### src/rtl/rv32m_pkg.sv
// Shared RV32M definitions: divide op encoding, divider FSM states and
// the decoder constants that identify a multiply/divide instruction.
package rv32m_pkg;

  localparam logic [6:0] OPCODE_OP     = 7'b0110011;
  localparam logic [6:0] FUNCT7_MULDIV = 7'b0000001;

  typedef enum logic [1:0] {
    DIV  = 2'b00,
    DIVU = 2'b01,
    REM  = 2'b10,
    REMU = 2'b11
  } div_op_t;

  typedef enum logic [1:0] {
    IDLE = 2'b00,
    BUSY = 2'b01,
    DONE = 2'b10
  } div_state_t;

endpackage

### src/rtl/divider_unit_if.sv
// Execute-stage divider bus: operands in, result plus stall/valid out.
interface divider_unit_if #(
  parameter int unsigned WIDTH = 32
);
  logic             start;
  logic [1:0]       op;
  logic [WIDTH-1:0] dividend;
  logic [WIDTH-1:0] divisor;
  logic [WIDTH-1:0] result;
  logic             result_valid;
  logic             div_stall;
  logic             busy;

  modport master (
    output start, op, dividend, divisor,
    input  result, result_valid, div_stall, busy
  );

  modport slave (
    input  start, op, dividend, divisor,
    output result, result_valid, div_stall, busy
  );
endinterface

### src/rtl/div_step.sv
// One restoring-division iteration on a WIDTH+1 bit shifted remainder.
module div_step #(
  parameter int unsigned WIDTH = 32
) (
  input  logic [WIDTH-1:0] i_rem,
  input  logic [WIDTH-1:0] i_quo,
  input  logic [WIDTH-1:0] i_divisor,
  output logic [WIDTH-1:0] o_rem_next,
  output logic [WIDTH-1:0] o_quo_next
);
  logic [WIDTH:0] w_rem_sh;
  logic [WIDTH:0] w_diff;
  logic           w_ge;

  assign w_rem_sh = {i_rem, i_quo[WIDTH-1]};
  assign w_diff   = w_rem_sh - {1'b0, i_divisor};
  // rem < divisor on entry, so the borrow bit alone tells whether it fits
  assign w_ge     = ~w_diff[WIDTH];

  assign o_rem_next = w_ge ? w_diff[WIDTH-1:0] : w_rem_sh[WIDTH-1:0];
  assign o_quo_next = {i_quo[WIDTH-2:0], w_ge};
endmodule

### src/rtl/divider_unit.sv
// Iterative RV32M divider (DIV/DIVU/REM/REMU) that stalls the front end
// while a divide is in flight and presents the result for one cycle.
module divider_unit
  import rv32m_pkg::*;
#(
  parameter int unsigned WIDTH = 32
) (
  input  logic           clk,
  input  logic           rst_n,
  divider_unit_if.slave  bus
);
  localparam int unsigned CNT_W   = $clog2(WIDTH) + 1;
  localparam logic [WIDTH-1:0] MIN_NEG = {1'b1, {(WIDTH-1){1'b0}}};

  div_state_t       r_state, w_state_next;
  div_op_t          w_op, r_op;
  logic             r_neg_q, r_neg_r;
  logic [WIDTH-1:0] r_rem, r_quo, r_div, r_result;
  logic [CNT_W-1:0] r_cnt;
  logic             r_result_valid, r_busy;
  logic             w_stall;

  logic             w_signed, w_is_rem, w_a_neg, w_b_neg;
  logic             w_div_zero, w_overflow, w_special;
  logic [WIDTH-1:0] w_a_abs, w_b_abs, w_special_res;
  logic [WIDTH-1:0] w_rem_next, w_quo_next, w_quo_fix, w_rem_fix, w_final;

  // Decode of the incoming instruction, only meaningful in IDLE with start
  assign w_op       = div_op_t'(bus.op);
  assign w_signed   = (w_op == DIV) || (w_op == REM);
  assign w_is_rem   = (w_op == REM) || (w_op == REMU);
  assign w_a_neg    = w_signed & bus.dividend[WIDTH-1];
  assign w_b_neg    = w_signed & bus.divisor[WIDTH-1];
  assign w_a_abs    = w_a_neg ? -bus.dividend : bus.dividend;
  assign w_b_abs    = w_b_neg ? -bus.divisor  : bus.divisor;
  assign w_div_zero = (bus.divisor == '0);
  assign w_overflow = w_signed && (bus.dividend == MIN_NEG) && (bus.divisor == '1);
  assign w_special  = w_div_zero | w_overflow;

  always_comb begin
    w_special_res = '0;
    if (w_div_zero)      w_special_res = w_is_rem ? bus.dividend : '1;
    else if (w_overflow) w_special_res = w_is_rem ? '0 : MIN_NEG;
  end

  div_step #(.WIDTH(WIDTH)) u_step (
    .i_rem      (r_rem),
    .i_quo      (r_quo),
    .i_divisor  (r_div),
    .o_rem_next (w_rem_next),
    .o_quo_next (w_quo_next)
  );

  assign w_quo_fix = r_neg_q ? -w_quo_next : w_quo_next;
  assign w_rem_fix = r_neg_r ? -w_rem_next : w_rem_next;
  assign w_final   = ((r_op == REM) || (r_op == REMU)) ? w_rem_fix : w_quo_fix;

  // State register
  always_ff @(posedge clk) begin
    if (!rst_n) r_state <= IDLE;
    else        r_state <= w_state_next;
  end

  // Next state and the combinational stall
  always_comb begin
    w_state_next = r_state;
    w_stall      = 1'b0;
    case (r_state)
      IDLE: begin
        if (bus.start) begin
          w_stall      = 1'b1;
          w_state_next = w_special ? DONE : BUSY;
        end
      end
      BUSY: begin
        w_stall = 1'b1;
        if (r_cnt == CNT_W'(1)) w_state_next = DONE;
      end
      DONE:    w_state_next = IDLE;
      default: w_state_next = IDLE;
    endcase
  end

  // Operand capture, iteration and result registers
  always_ff @(posedge clk) begin
    if (!rst_n) begin
      r_op           <= DIV;
      r_neg_q        <= 1'b0;
      r_neg_r        <= 1'b0;
      r_rem          <= '0;
      r_quo          <= '0;
      r_div          <= '0;
      r_cnt          <= '0;
      r_result       <= '0;
      r_result_valid <= 1'b0;
      r_busy         <= 1'b0;
    end else begin
      r_result_valid <= (w_state_next == DONE);
      r_busy         <= (w_state_next != IDLE);
      case (r_state)
        IDLE: begin
          if (bus.start) begin
            r_op    <= w_op;
            r_neg_q <= w_a_neg ^ w_b_neg;
            r_neg_r <= w_a_neg;
            r_rem   <= '0;
            r_quo   <= w_a_abs;
            r_div   <= w_b_abs;
            r_cnt   <= w_special ? '0 : CNT_W'(WIDTH);
            if (w_special) r_result <= w_special_res;
          end
        end
        BUSY: begin
          r_rem <= w_rem_next;
          r_quo <= w_quo_next;
          r_cnt <= r_cnt - CNT_W'(1);
          if (r_cnt == CNT_W'(1)) r_result <= w_final;
        end
        default: ;
      endcase
    end
  end

  assign bus.div_stall    = rst_n & w_stall;
  assign bus.result       = r_result;
  assign bus.result_valid = r_result_valid;
  assign bus.busy         = r_busy;
endmodule

### src/flat_wrapper.sv
// flat-port wrapper written by rule: the top's interface ports become plain ports
module divider_unit_flat import rv32m_pkg::*;
#(
  parameter int unsigned WIDTH = 32
)
  (clk, rst_n, bus_start, bus_op, bus_dividend, bus_divisor, bus_result, bus_result_valid, bus_div_stall, bus_busy);
  divider_unit_if #(.WIDTH(WIDTH)) bus_i ();
  input  logic clk;
  input  logic rst_n;
  input wire logic [$bits(bus_i.start)-1:0] bus_start;
  input wire logic [$bits(bus_i.op)-1:0] bus_op;
  input wire logic [$bits(bus_i.dividend)-1:0] bus_dividend;
  input wire logic [$bits(bus_i.divisor)-1:0] bus_divisor;
  output wire logic [$bits(bus_i.result)-1:0] bus_result;
  output wire logic [$bits(bus_i.result_valid)-1:0] bus_result_valid;
  output wire logic [$bits(bus_i.div_stall)-1:0] bus_div_stall;
  output wire logic [$bits(bus_i.busy)-1:0] bus_busy;
  assign bus_i.start = bus_start;
  assign bus_i.op = bus_op;
  assign bus_i.dividend = bus_dividend;
  assign bus_i.divisor = bus_divisor;
  assign bus_result = bus_i.result;
  assign bus_result_valid = bus_i.result_valid;
  assign bus_div_stall = bus_i.div_stall;
  assign bus_busy = bus_i.busy;
  divider_unit #(.WIDTH(WIDTH)) u_core (.clk(clk), .rst_n(rst_n), .bus(bus_i));
endmodule
### config.mk
export PLATFORM = sky130hd
export DESIGN_NAME = divider_unit_flat
export DESIGN_NICKNAME = d
export VERILOG_FILES = /design/src/rtl/rv32m_pkg.sv /design/src/rtl/divider_unit_if.sv /design/src/rtl/div_step.sv /design/src/rtl/divider_unit.sv /design/src/flat_wrapper.sv
export SDC_FILE = /design/constraint.sdc
export NUM_CORES = 1
export LEC_CHECK = 0
export CORE_UTILIZATION = 40
export DETAILED_ROUTE_END_ITERATION = 7
export GPL_TIMING_DRIVEN = 1
export PLACE_DENSITY = 0.69
export SYNTH_ARGS = -nofsm -noshare
export SYNTH_HDL_FRONTEND = slang
export SYNTH_HIERARCHICAL = 1
export SYNTH_SLANG_ARGS = --single-unit
### constraint.sdc
create_clock -name clk -period 7.15 [get_ports clk]
set_input_delay 1.0725 -clock clk [delete_from_list [all_inputs] [get_ports clk]]
set_output_delay 1.0725 -clock clk [all_outputs]
set_load 0.02 [all_outputs]
==> Word level (Yosys, flattened, before mapping) <==
Index checks and enable logic that the tools add are counted.
{ "op_classes": {"muxes": 27, "eq_ne": 12, "n_lt_le_gt_ge": 0, "reduce_logical": 13, "mul": 0, "div": 0, "bitwise": 6, "add_sub_neg": 6, "n_shift": 0} }
{ "ops": {"columns": ["operator", "n"], "rows": [
  ["2-to-1 mux 32 bit", 15],
  ["case mux 32 bit (2 select lines)", 3],
  ["negator 32 bit", 4],
  ["== test 32 bit, second input constant", 2],
  ["subtractor 33 x 32 -> 33 bit", 1],
  ["zero test 32 bit", 1],
  ["2-to-1 mux 6 bit", 2],
  ["case mux 6 bit (2 select lines)", 1],
  ["== test 2 bit, second input constant", 5],
  ["== test 6 x 1 -> 1 bit, second input constant", 1],
  ["2-to-1 mux 2 bit", 3],
  ["subtractor 6 x 1 -> 6 bit, second input constant", 1],
  ["zero test 2 bit", 2],
  ["inequality test 2 x 1 -> 1 bit, second input constant", 2],
  ["case mux 2 bit (2 select lines)", 1],
  ["AND reduction 2 bit", 2],
  ["AND reduction 4 bit", 1],
  ["nonzero test 2 bit", 2],
  ["bitwise AND 1 bit", 3],
  ["logical OR 1 bit", 3],
  ["== test 2 x 1 -> 1 bit, second input constant", 1],
  ["logical AND 1 bit", 2],
  ["inequality test 2 bit, second input constant", 1],
  ["case mux 1 bit (2 select lines)", 1],
  ["other kinds (4)", 4]
]} }
{ "totals": {"inputBits": 69, "ff_bits": 142, "n_memories": 0, "mem_bits_ro": 0, "word_cells": 75, "output_inout_bits": 35, "ram_bits": 0, "latchBits": 0} }

==> Depth between registers and ports, before layout <==
{ "depth": {"ltp_word": 9, "ltp_mapped": 24, "ltp_nobuf": 20} }

==> By module <==
Netlist, hierarchy kept.
{ "modules_own_cells": {"columns": ["module", "n_inst", "area_each_um2", "seq_area_each_um2", "cells_per_inst"], "rows": [
  ["divider_unit", 1, 8913.5, 2822.7, 1153],
  ["div_step", 1, 2597.5, 0.0, 338]
]} }

==> Worst setup path after synthesis <==
OpenSTA, ideal clock, no wires.
{ "synth_timing": {"kind": "register to register", "start": "register u_core.r_quo[31]", "end": "register u_core.r_result[31], in the netlist u_core/bus.result[31]", "required_ps": 7026, "arrival_time_ps": 5067, "synth_period_minus_slack_ps": 5190, "setup_time_ps": 124, "stages_incl_launch_ff": 22, "path_slack_ps": 1960, "path_buffers": 2, "cell_sequence": "dfxtp_1 -> inv_1 -> ha_1 -> fa_1 -> and2b_1 -> o2111ai_2 -> a21oi_2 -> o2111ai_1 -> a211oi_2 -> nor2_4 -> mux2i_4 -> and2_4 -> buf_12 -> inv_8 -> buf_12 -> mux2_4 -> or4_4 -> or4b_2 -> o41ai_2 -> xnor2_1 -> a22oi_1 -> a21oi_1"} }
{ "synth_between": {"elab_chain_len": 7, "elab_cells_between_ends": 10, "cone_classes": "3 x add/sub; 6 x mux; 1 x bitwise"} }
{ "synth_rtl": {"columns": ["element", "line_no", "text"], "rows": [
  ["start, declared", "divider_unit.sv:18", "logic [WIDTH-1:0] r_rem, r_quo, r_div, r_result;"],
  ["start signal, assigned", "divider_unit.sv:107", "r_quo <= w_a_abs;"],
  ["start signal, assigned", "divider_unit.sv:115", "r_quo <= w_quo_next;"],
  ["subtractor 33 x 32 -> 33 bit", "div_step.sv:16", "assign w_diff = w_rem_sh - {1'b0, i_divisor};"],
  ["2-to-1 mux 32 bit", "div_step.sv:20", "assign o_rem_next = w_ge ? w_diff[WIDTH-1:0] : w_rem_sh[WIDTH-1:0];"],
  ["net u_core.w_rem_next[15]", "divider_unit.sv:26", "logic [WIDTH-1:0] w_rem_next, w_quo_next, w_quo_fix, w_rem_fix, w_final;"],
  ["negator 32 bit", "divider_unit.sv:55", "assign w_rem_fix = r_neg_r ? -w_rem_next : w_rem_next;"],
  ["2-to-1 mux 32 bit", "divider_unit.sv:55", null],
  ["2-to-1 mux 32 bit", "divider_unit.sv:56", "assign w_final = ((r_op == REM) || (r_op == REMU)) ? w_rem_fix : w_quo_fix;"],
  ["2-to-1 mux 32 bit", "divider_unit.sv:117", "if (r_cnt == CNT_W'(1)) r_result <= w_final;"],
  ["case mux 32 bit (2 select lines)", "divider_unit.sv:100", "case (r_state)"],
  ["end signal, assigned", "divider_unit.sv:110", "if (w_special) r_result <= w_special_res;"],
  ["end signal, assigned", "divider_unit.sv:117", null],
  ["end, declared", "divider_unit.sv:18", null]
]} }
The timed path passes the listed nets, and every way through them passes these cells. The select of a mux whose other input is x is not followed.
A chain may end at the register's enable or synchronous reset.

==> Worst setup path after layout <==
{ "layout_timing": {"start": "register u_core.r_quo[31]", "end": "register u_core.r_result[17], in the netlist u_core/bus.result[17]"} }
{ "layout_between": {"elab_chain_len": 7, "elab_cells_between_ends": 10, "cone_classes": "3 x add/sub; 6 x mux; 1 x bitwise"} }
{ "layout_rtl": {"columns": ["element", "line_no", "text"], "rows": [
  ["subtractor 33 x 32 -> 33 bit", "div_step.sv:16", null],
  ["NOT 1 bit", "div_step.sv:18", "assign w_ge = ~w_diff[WIDTH];"],
  ["net u_core.w_quo_next[0]", "divider_unit.sv:26", null],
  ["negator 32 bit", "divider_unit.sv:54", "assign w_quo_fix = r_neg_q ? -w_quo_next : w_quo_next;"],
  ["2-to-1 mux 32 bit", "divider_unit.sv:54", null],
  ["2-to-1 mux 32 bit", "divider_unit.sv:56", null],
  ["2-to-1 mux 32 bit", "divider_unit.sv:117", null],
  ["case mux 32 bit (2 select lines)", "divider_unit.sv:100", null]
]} }
The timed path passes the listed nets, and every way through them passes these cells. The select of a mux whose other input is x is not followed.

==> impl_metrics.json <==
{
  "status": "finished, final reports clean",
  "rsz0062_at_grt": "no",
  "grt_max_degree": 92,
  "hp-class": "flip-flop to flip-flop",
  "crit_type": "flip-flop to flip-flop",
  "ys_top_cells_by_area": "dfxtp_1, xnor2_1, a21oi_1",
  "clock_latency_ps": 440,
  "diodes": 0,
  "rr_startpoint": "u_core/r_quo[31]$_SDFFE_PN0P_",
  "routed_wl_mm": 36.5,
  "power.share.clock_pct": 12.0,
  "cts_tree": "done",
  "boundaryPins": 104,
  "period_share_pct": 83.1,
  "n_fill_cell": 2795,
  "p_per_area_nw_per_um2": 558,
  "hp-start": "u_core/r_div[0]$_SDFFE_PN0P_",
  "wire_per_inst_um": 19.4,
  "cts_buffers": 17,
  "vias": 11529,
  "synth_top_area_cell": "dfxtp_1",
  "holdPathStages": 2,
  "area_delta_synth_final_pct": 12.3,
  "grt-ovfl-total": 0,
  "p_sw_w": 0.00381,
  "max_freq_mhz": 168,
  "dpl.hpwl_mm": 26.0,
  "die_height_um": 172,
  "async_reset_ff_share_pct": 0,
  "grt_pass1_wl_mm": 57.4,
  "power_leakage_nw": 4.62,
  "dieArea_um2": 29500,
  "yosys_register_bits": 141,
  "nNetsFinal": 1599,
  "postRouteAntennaNets": 0,
  "initial_core_util_pct": 41.1,
  "cts_sinks": 141,
  "root_buffer": "clkbuf_16",
  "final_area_um2": 12900,
  "pwr-share-seq_pct": 13.8,
  "synthCells": 1491,
  "ys.warnings.count": 6,
  "drc": 0,
  "synth-edff-count": 0,
  "synth_seq_area_share_pct": 24.5,
  "internal_power_w": 0.00340,
  "drt_iter0_markers": 1165,
  "grt_pass1_vias": 10650,
  "setup_violations": 0,
  "syn-num-nets": 1600,
  "p_sw_share_pct": 52.8,
  "netlist_area_um2": 11500,
  "tightest_slew_ps": 1270,
  "cp_max_fo": 26,
  "hold_viol_final": 0,
  "drv_slew": 0,
  "gp_congestion": 0.950,
  "antenna_found_initial": 0,
  "combPwrFrac_pct": 74.3,
  "start_kind": "flip-flop",
  "drv_cap": 0,
  "ctsHoldBuffers": 0,
  "rows": 61,
  "r2r_end": "u_core/bus.result[17]$_SDFFE_PN0P_",
  "clock-skew-final_ps": 10.8,
  "cts_max_path_buffers": 2,
  "core-area_um2": 28000,
  "dpl_cell_area_um2": 12400,
  "drive_gt1_share_pct": 7.99,
  "post_cts_resized": 0,
  "slew_headroom_pct": 15.2,
  "cts_setup_buffers": 0,
  "ys.flop_type": "dfxtp_1",
  "htree_levels": 4,
  "required_ps": 7490,
  "peakVddDrop_v": 0.000763,
  "hold_end": "u_core/r_div[0]$_SDFFE_PN0P_",
  "syn_avg_cell_area_um2": 7.72,
  "rrSetupSlack_ps": 1210,
  "vias_per_cell": 6.13,
  "grtUsageTotal_pct": 24.8,
  "min_period_ps": 5940,
  "io_buffers": 103,
  "cp-end-kind": "flip-flop",
  "clkTransAtPathRegs_ps": 70,
  "yosysTopAreaCellShare_pct": 24.5,
  "dieWidth_um": 172,
  "ys_types": 92,
  "cp_data_arrival_time_ps": 6280,
  "fin_util_pct": 46.1,
  "firstDrtPassIters": 6,
  "tns_ps": 0,
  "r2r_cells": 19
}
## power by group through the flow
stage,Clock (W),Sequential [W],Combinational [W]
final,0.000863,0.000993,0.00536
after global placement,0,0.00100,0.00517
after detailed placement,0,0.00101,0.00518
after floorplan,0,0.000966,0.00446
after global routing,0.000908,0.00101,0.00572
after CTS,0.000872,0.000991,0.00521
## flip-flops by register name (all words and copies together) (netlist names)
register                 cells
u_core/bus.result           32
u_core/r_div                32
u_core/r_quo                32
u_core/r_rem                32
u_core/r_cnt                 6
u_core/r_state               2
u_core/bus.busy              1
u_core/bus.result_valid      1
u_core/r_neg_q               1
u_core/r_neg_r               1
u_core/r_op                  1
## cell type report
cell class	instances	area [µm²]	area share, %
timing repair buffer	117	1140	8.79
tap	378	473	3.66
clock buffer	19	443	3.43
clock inverter	12	115	0.891
inverter	66	256	1.98
multi-input combinational	1147	7680	59.4
sequential	141	2820	21.8
## per-layer routing
metal / GRT usage, % / wire [µm] / up-vias
met5: 0 / 0 / -
met4: 10.9 / 1190 / 0
met3: 3.75 / 2590 / 87
met2: 38.5 / 16400 / 503
met1: 33.9 / 16300 / 5473
li1: - / - / 5466
## how the worst max path moves through the flow
stage | slack [ps] | start | depth (start not counted) | end
3_5_place_dp | 1390 | u_core/r_quo[31]$_SDFFE_PN0P_ | 19 | u_core/bus.result[28]$_SDFFE_PN0P_
3_3_place_gp | 1490 | u_core/r_quo[31]$_SDFFE_PN0P_ | 19 | u_core/bus.result[23]$_SDFFE_PN0P_
4_1_cts | 1340 | u_core/r_quo[31]$_SDFFE_PN0P_ | 19 | u_core/bus.result[17]$_SDFFE_PN0P_
2_1_floorplan | 1960 | u_core/r_quo[31]$_SDFFE_PN0P_ | 21 | u_core/bus.result[31]$_SDFFE_PN0P_
6_report | 1210 | u_core/r_quo[31]$_SDFFE_PN0P_ | 19 | u_core/bus.result[17]$_SDFFE_PN0P_
5_1_grt | 970 | u_core/r_quo[31]$_SDFFE_PN0P_ | 19 | u_core/bus.result[23]$_SDFFE_PN0P_
## per-stage QoR
stage          power [W]  instances  worst slack [ps]  hold slack [ps]
6_report         0.00722       1880              1210              462
5_1_grt          0.00764       1880               966              486
4_1_cts          0.00707       1880              1340              463
3_5_place_dp     0.00619       1849              1390              455
3_3_place_gp     0.00618       1849              1490              444
2_1_floorplan    0.00543       1491              1960              432
## cells by family (layout without fill, tap and decap cells)
| family | Yosys count | after routing | share of synthesized area [%] |
|---|---|---|---|
| xor+xnor | 131 | 131 | 9.97 |
| fa+ha+maj | 40 | 40 | 4.41 |
| buf+inv | 203 | 214 | 8.93 |
| simple gates | 470 | 470 | 21.0 |
| compound gates | 473 | 473 | 27.3 |
| flops | 141 | 141 | 24.5 |
| mux | 33 | 33 | 3.87 |
## Yosys cell counts, types with 20 or more instances
library cell and instances:
xnor2_1 88, a31oi_1 22, dfxtp_1 141, a21oi_1 146, xor2_1 43, nand3_1 59
nand2_1 130, o31ai_1 40, nor3_1 49, a22oi_1 33, clkbuf_1 71, or3_1 22
ha_1 39, or4_1 20, nor2_1 80, o41ai_1 26, a211oi_1 31, inv_1 64
buf_4 36, o21ai_0 70
## layout by cell type, fill, tap and decap left out, drive strengths merged, types with 11 or more instances in the layout
cell type | Yosys | layout
nand3 | 60 | 60
a22oi | 33 | 33
a31oi | 22 | 22
inv | 66 | 67
buf | 64 | 14
o41ai | 28 | 28
a311oi | 12 | 12
a21oi | 148 | 148
clkbuf | 71 | 19
a21o | 17 | 17
nor4 | 18 | 18
clkdlybuf4s50 | 1 | 103
o21ai | 71 | 71
xor2 | 43 | 43
o21a | 12 | 12
or2 | 11 | 11
o211ai | 11 | 11
nand4 | 14 | 14
xnor2 | 88 | 88
ha | 39 | 39
o31ai | 41 | 41
a211oi | 33 | 33
nor3 | 49 | 49
mux2 | 25 | 25
nor2 | 82 | 82
dfxtp | 141 | 141
nand2 | 131 | 131
or3 | 23 | 23
nand2b | 12 | 12
or4 | 24 | 24
## worst max-delay path: stages (launching register included)
cell and delay [ps]:
dfxtp_1 350, inv_1 50, ha_1 230, fa_1 400
and2b_1 240, o2111ai_2 140, a21oi_2 250, o2111ai_1 190
a211oi_2 330, nor2_4 100, mux2i_4 240, and2_4 240
inv_8 220, mux2_2 410, or4_1 690, or4_1 810
o31ai_1 370, xnor2_1 180, nand2_1 90, a311oi_1 300
(Power assumes the default switching activity.)
